`src/rtl/lidar_frame_parser.sv`:
```
// Parser for 9-byte TF-Luna style frames arriving from the LiDAR UART receiver.
// Publishes checksum-verified distance/strength/temperature with strobes and counters.
module lidar_frame_parser #(
  parameter logic [7:0]  HEADER_BYTE    = 8'h59,
  parameter int unsigned TIMEOUT_CYCLES = 100000,
  parameter logic [15:0] MIN_STRENGTH   = 16'd100
) (
  input  logic        clk_in,
  input  logic        rst_in,
  input  logic [7:0]  data_in,
  input  logic        valid_in,
  output logic [15:0] distance_out,
  output logic [15:0] strength_out,
  output logic [15:0] temp_out,
  output logic        frame_valid_out,
  output logic        reliable_out,
  output logic        chk_err_out,
  output logic [15:0] good_count_out,
  output logic [15:0] err_count_out
);

  localparam logic [1:0] ST_HUNT    = 2'd0;
  localparam logic [1:0] ST_HDR2    = 2'd1;
  localparam logic [1:0] ST_PAYLOAD = 2'd2;
  localparam logic [1:0] ST_CHECK   = 2'd3;

  localparam int unsigned         IDLE_W    = $clog2(TIMEOUT_CYCLES + 1);
  localparam logic [IDLE_W-1:0]   IDLE_LAST = IDLE_W'(TIMEOUT_CYCLES - 1);
  localparam logic [IDLE_W-1:0]   IDLE_ZERO = {IDLE_W{1'b0}};
  localparam logic [IDLE_W-1:0]   IDLE_ONE  = IDLE_W'(1);

  function automatic logic [7:0] sum_add(input logic [7:0] acc, input logic [7:0] b);
    return acc + b;
  endfunction

  logic [1:0]        state_q, state_d;
  logic [2:0]        idx_q, idx_d;
  logic [7:0]        sum_q, sum_d;
  logic [IDLE_W-1:0] idle_q, idle_d;
  logic [15:0]       dist_sh_q, dist_sh_d, str_sh_q, str_sh_d, tmp_sh_q, tmp_sh_d;
  logic [15:0]       distance_q, distance_d, strength_q, strength_d, temp_q, temp_d;
  logic [15:0]       good_cnt_q, good_cnt_d, err_cnt_q, err_cnt_d;
  logic              frame_valid_q, frame_valid_d, chk_err_q, chk_err_d;
  logic              reliable_q, reliable_d;

  // Next-state: byte handling has priority over the idle timeout.
  always_comb begin
    state_d       = state_q;
    idx_d         = idx_q;
    sum_d         = sum_q;
    idle_d        = idle_q;
    dist_sh_d     = dist_sh_q;
    str_sh_d      = str_sh_q;
    tmp_sh_d      = tmp_sh_q;
    distance_d    = distance_q;
    strength_d    = strength_q;
    temp_d        = temp_q;
    reliable_d    = reliable_q;
    good_cnt_d    = good_cnt_q;
    err_cnt_d     = err_cnt_q;
    frame_valid_d = 1'b0;
    chk_err_d     = 1'b0;
    if (valid_in) begin
      idle_d = IDLE_ZERO;
      case (state_q)
        ST_HUNT: begin
          if (data_in == HEADER_BYTE) state_d = ST_HDR2;
          else                        state_d = ST_HUNT;
        end
        ST_HDR2: begin
          if (data_in == HEADER_BYTE) begin
            state_d = ST_PAYLOAD;
            idx_d   = 3'd2;
            sum_d   = sum_add(HEADER_BYTE, HEADER_BYTE);
          end else begin
            state_d = ST_HUNT;
          end
        end
        ST_PAYLOAD: begin
          sum_d = sum_add(sum_q, data_in);
          idx_d = idx_q + 3'd1;
          case (idx_q)
            3'd2:    dist_sh_d[7:0]  = data_in;
            3'd3:    dist_sh_d[15:8] = data_in;
            3'd4:    str_sh_d[7:0]   = data_in;
            3'd5:    str_sh_d[15:8]  = data_in;
            3'd6:    tmp_sh_d[7:0]   = data_in;
            3'd7:    tmp_sh_d[15:8]  = data_in;
            default: dist_sh_d       = dist_sh_q;
          endcase
          if (idx_q == 3'd7) state_d = ST_CHECK;
          else               state_d = ST_PAYLOAD;
        end
        ST_CHECK: begin
          state_d = ST_HUNT;
          if (data_in == sum_q) begin
            distance_d    = dist_sh_q;
            strength_d    = str_sh_q;
            temp_d        = tmp_sh_q;
            reliable_d    = (str_sh_q >= MIN_STRENGTH) && (str_sh_q != 16'hFFFF);
            good_cnt_d    = good_cnt_q + 16'd1;
            frame_valid_d = 1'b1;
          end else begin
            err_cnt_d = err_cnt_q + 16'd1;
            chk_err_d = 1'b1;
          end
        end
        default: state_d = ST_HUNT;
      endcase
    end else if (state_q != ST_HUNT) begin
      if (idle_q == IDLE_LAST) begin
        state_d   = ST_HUNT;
        idle_d    = IDLE_ZERO;
        err_cnt_d = err_cnt_q + 16'd1;
      end else begin
        idle_d = idle_q + IDLE_ONE;
      end
    end else begin
      idle_d = IDLE_ZERO;
    end
  end

  // State and output registers with synchronous active-low reset.
  always_ff @(posedge clk_in) begin
    if (!rst_in) begin
      state_q       <= ST_HUNT;
      idx_q         <= 3'd0;
      sum_q         <= 8'd0;
      idle_q        <= IDLE_ZERO;
      dist_sh_q     <= 16'd0;
      str_sh_q      <= 16'd0;
      tmp_sh_q      <= 16'd0;
      distance_q    <= 16'd0;
      strength_q    <= 16'd0;
      temp_q        <= 16'd0;
      reliable_q    <= 1'b0;
      good_cnt_q    <= 16'd0;
      err_cnt_q     <= 16'd0;
      frame_valid_q <= 1'b0;
      chk_err_q     <= 1'b0;
    end else begin
      state_q       <= state_d;
      idx_q         <= idx_d;
      sum_q         <= sum_d;
      idle_q        <= idle_d;
      dist_sh_q     <= dist_sh_d;
      str_sh_q      <= str_sh_d;
      tmp_sh_q      <= tmp_sh_d;
      distance_q    <= distance_d;
      strength_q    <= strength_d;
      temp_q        <= temp_d;
      reliable_q    <= reliable_d;
      good_cnt_q    <= good_cnt_d;
      err_cnt_q     <= err_cnt_d;
      frame_valid_q <= frame_valid_d;
      chk_err_q     <= chk_err_d;
    end
  end

  assign distance_out    = distance_q;
  assign strength_out    = strength_q;
  assign temp_out        = temp_q;
  assign reliable_out    = reliable_q;
  assign good_count_out  = good_cnt_q;
  assign err_count_out   = err_cnt_q;
  assign frame_valid_out = frame_valid_q;
  assign chk_err_out     = chk_err_q;

endmodule

```
`config.mk`:
```
export PLATFORM = sky130hd
export DESIGN_NAME = lidar_frame_parser
export DESIGN_NICKNAME = d
export VERILOG_FILES = /design/src/rtl/lidar_frame_parser.sv
export SDC_FILE = /design/constraint.sdc
export NUM_CORES = 1
export LEC_CHECK = 0
export ABC_AREA = 1
export CELL_PAD_IN_SITES_DETAIL_PLACEMENT = 2
export CELL_PAD_IN_SITES_GLOBAL_PLACEMENT = 2
export CORE_MARGIN = 2
export CORE_UTILIZATION = 29
export CTS_CLUSTER_DIAMETER = 80
export DETAILED_ROUTE_END_ITERATION = 10
export PLACE_DENSITY_LB_ADDON = 0.3
export RECOVER_POWER = 50
export SLEW_MARGIN = 20
export SYNTH_ARGS = -nofsm -noshare
export SYNTH_HDL_FRONTEND = slang
export SYNTH_SLANG_ARGS = --single-unit
```
`constraint.sdc`:
```
create_clock -name clk_in -period 2.2 [get_ports clk_in]
set_clock_uncertainty 0.15 [all_clocks]
set_input_delay 0.66 -clock clk_in [delete_from_list [all_inputs] [get_ports clk_in]]
set_output_delay 0.66 -clock clk_in [all_outputs]
set_load 0.005 [all_outputs]
```
==> metrics.md <==
| Metric | Value |
|---|---|
| Lkg Pwr | 3.57 nW |
| Initial Utilization | 0.295 |
| Hold crit path type | flop to flop |
| CP Data Required Time | 2.37 ns |
| CP Capture Type | flop |
| Routability-driven placement congestion ratio | 0.807 |
| Row cnt | 57 |
| Place WS | -0.662 ns |
| Reg2reg end | sum_q[5] |
| Fillers | 2801 |
| Cell variety after synth | 37 |
| Cells along the critical path | dlygate4sd2_1 -> ha_4 -> buf_4 -> or2_2 -> and2_1 -> nand2_1 -> a21oi_1 -> o21ai_0 -> inv_1 |
| CP startpoint kind | input port |
| Max Root-Sink Buffers | 2 |
| Peak VDD IR | 421 uV |
| Reg2Reg Depth | 8 |
| Hold buffers post-CTS | 0 |
| Slew Limit Headroom | 0.732 |
| Syn Area/Cell | 7.57 um^2 |
| Synthesis-to-layout area growth | 35.7% |
| Routed WL | 24900 um |
| Fin nets | 1136 |
| Run status | complete, no violations |
| Final setup vio count | 0 |
| Clock Latency Late Sink | 0.44 ns |
| Die area | 25900 um^2 |
| Via density | 4.85 |
| DIE WIDTH | 161 um |
| CP peak stage delay | 0.29 ns |
| Post-route clock period utilization | 0.995 |
| Commonest non-fill, non-tap cell in the layout | nand2_1 |
| CTS tree | built |
| Number of DRC markers in iteration 0 | 323 |
| WL/cell | 17.2 um |
| Gr ovfl total | 0 |
| Initial antenna violation count | 0 |
| CP arrival | 2.36 ns |
| # IOs | 94 |
| Total of max-cap violations | 0 |
| Critical path endpoint | sum_q[5] |
| Slowest-stage cell, CP | dlygate4sd2_1 |
| Port bufs | 93 |
| #FFs+latches synth | 161 |
| Wire length of the first global-routing pass | 40400 um |
| Slew at the pin closest to its max-slew limit | 0.400 ns |
| Dpl hpwl | 17700 um |
| Final ANT Viol Nets | 0 |
| Post-route setup slack | 0.0121 ns |
| Total power | 6.16 mW |
| Syn_nets | 972 |
| Crit Path Max Fanout | 4 |
| Drt pass-1 iters | 4 |
| Most used DFF post-synth | dfxtp_1 |
| Share of cells above drive strength 1 | 0.171 |
| Sequential fraction of the synthesis area | 0.451 |
| Post-route DRC violation count | 0 |
| Commonest non-fill, non-tap cells in the layout | nand2_1 (156), dfxtp_1 (144), inv_1 (100) |
| Largest net degree at the start of global routing | 66 |
| Total CTS buffers | 17 |
| Core area | 24200 um^2 |
| Number of flops mapped to enable cells by yosys | 0 |
| Total track usage | 0.196 |
| Final Critical Period | 2.19 ns |
| Die Ht | 161 um |
| Power per Cell Area | 635 nW/um^2 |
| Post-Synthesis Cell Area | 7150 um^2 |
| CTS Sinks | 161 |
| Multi-input gate area | 3350 um^2 |
| N_diodes | 0 |
| Kind of critical path | input port to flop |
| Clock slew at reported path FFs | 0.07 ns |
| Htree depth | 4 |
| FF-to-FF setup slack | 0.14 ns |
| Routed via count | 7003 |
| Clk root buf | clkbuf_16 |
| Post-synthesis cell count | 944 |
| Peak Freq | 0.457 GHz |
| CP Launch Point | data_in[2] |
| Number of global-route vias before repair | 7463 |
| Fin. max-slew vios | 0 |
| Storage cell area | 3250 um^2 |
| Async SR Flop Fraction | 0 |
| Worst r2r src | sum_q[2] |
| Yosys warns | 0 |
| Hold Violations, Final | 0 |
## cells in the mapped netlist (2+ instances only)
cell type / instances / area share
dfxtp_1: 161 / 0.45
nand2_1: 157 / 0.082
inv_1: 100 / 0.053
a21oi_1: 94 / 0.066
nand3_1: 94 / 0.066
nor2_1: 73 / 0.038
o21ai_0: 59 / 0.041
o21ai_1: 45 / 0.032
nor3_1: 22 / 0.015
nand4_1: 17 / 0.015
ha_1: 16 / 0.028
buf_2: 13 / 0.0091
buf_6: 12 / 0.019
xor2_1: 11 / 0.013
clkbuf_1: 9 / 0.0047
inv_2: 8 / 0.0042
nand2_2: 8 / 0.0070
xnor2_1: 6 / 0.0074
buf_1: 4 / 0.0021
nor2_4: 4 / 0.0063
nand2_4: 3 / 0.0047
nand3b_1: 3 / 0.0032
nor2_2: 3 / 0.0026
nor3_2: 3 / 0.0042
or2_2: 3 / 0.0026
a21oi_2: 2 / 0.0025
a31oi_1: 2 / 0.0018
buf_4: 2 / 0.0021
nand3_2: 2 / 0.0028
## state kept, by name (all words and copies together) (netlist names)
name,count
temp_out,16
state_q,2
str_sh_q,16
tmp_sh_q,16
chk_err_out,1
idx_q,3
dist_sh_q,16
idle_q,17
sum_q,8
reliable_out,1
strength_out,16
distance_out,16
good_count_out,16
frame_valid_out,1
err_count_out,16
## cell type report
class | count | area share
clock buffers | 17 | 0.0439
clock inverters | 15 | 0.0168
inverters | 108 | 0.0418
multi-input cells | 635 | 0.345
flip-flops and latches | 161 | 0.335
well taps | 324 | 0.0418
repair buffers | 185 | 0.175
## through the flow
stage | setup TNS [ns] | utilization | hold WS, ns | instances | area, um^2
after floorplan | 0 | - | 0.268 | 944 | 7150
after global placement | -51.79 | 0.370 | 0.281 | 1411 | 8970
after detailed placement | -59.40 | 0.370 | 0.291 | 1411 | 8970
after CTS | 0 | 0.396 | 0.307 | 1444 | 9600
after global routing | -0.159 | 0.400 | 0.331 | 1445 | 9700
final | 0 | 0.400 | 0.302 | 1445 | 9700
## what timing repair did
item                                    in CTS  in global routing
buffers inserted                             1                  1
endpoints found under the setup margin     105                 59
gates resized for setup                     27                 21
pin swaps                                    9                  7
## worst max-delay path, delay by kind of cell
family          cells  cell delay, ns
simple gates        3            0.63
buf+inv             3            0.53
fa+ha+maj           1            0.23
compound gates      2            0.31
## worst min-delay path by stage
| stage | start | end | depth (start not counted) |
|---|---|---|---|
| finish | idle_q[0] | idle_q[0] | 1 |
| global route | tmp_sh_q[14] | tmp_sh_q[14] | 2 |
| CTS | idle_q[0] | idle_q[0] | 1 |
| detailed placement | idle_q[0] | idle_q[0] | 1 |
| global placement | idle_q[0] | idle_q[0] | 1 |
| floorplan | idle_q[0] | idle_q[0] | 1 |
## report_power, final
group / switching [mW] / internal (mW) / total [mW] / leakage, nW
sequential: 0.00650 / 2.91 / 2.92 / 1.31
clock: 1.44 / 1.52 / 2.97 / 0.285
combinational: 0.170 / 0.107 / 0.277 / 1.97
total: 1.62 / 4.54 / 6.16 / 3.57
## layer usage
layer,GRT usage,routed length [um]
met4,0.0666,498
met5,0,0
met1,0.238,10800
met3,0.0298,642
met2,0.353,12900
## kinds of logic (layout without fill, tap and decap cells)
logic type | Yosys count | count (layout) | synth area share
compound gates | 205 | 205 | 0.146
fa+ha+maj | 17 | 17 | 0.0308
xor+xnor | 18 | 18 | 0.0247
flops | 161 | 161 | 0.451
buf+inv | 148 | 325 | 0.0937
simple gates | 395 | 395 | 0.254
(Power assumes the default switching activity.)
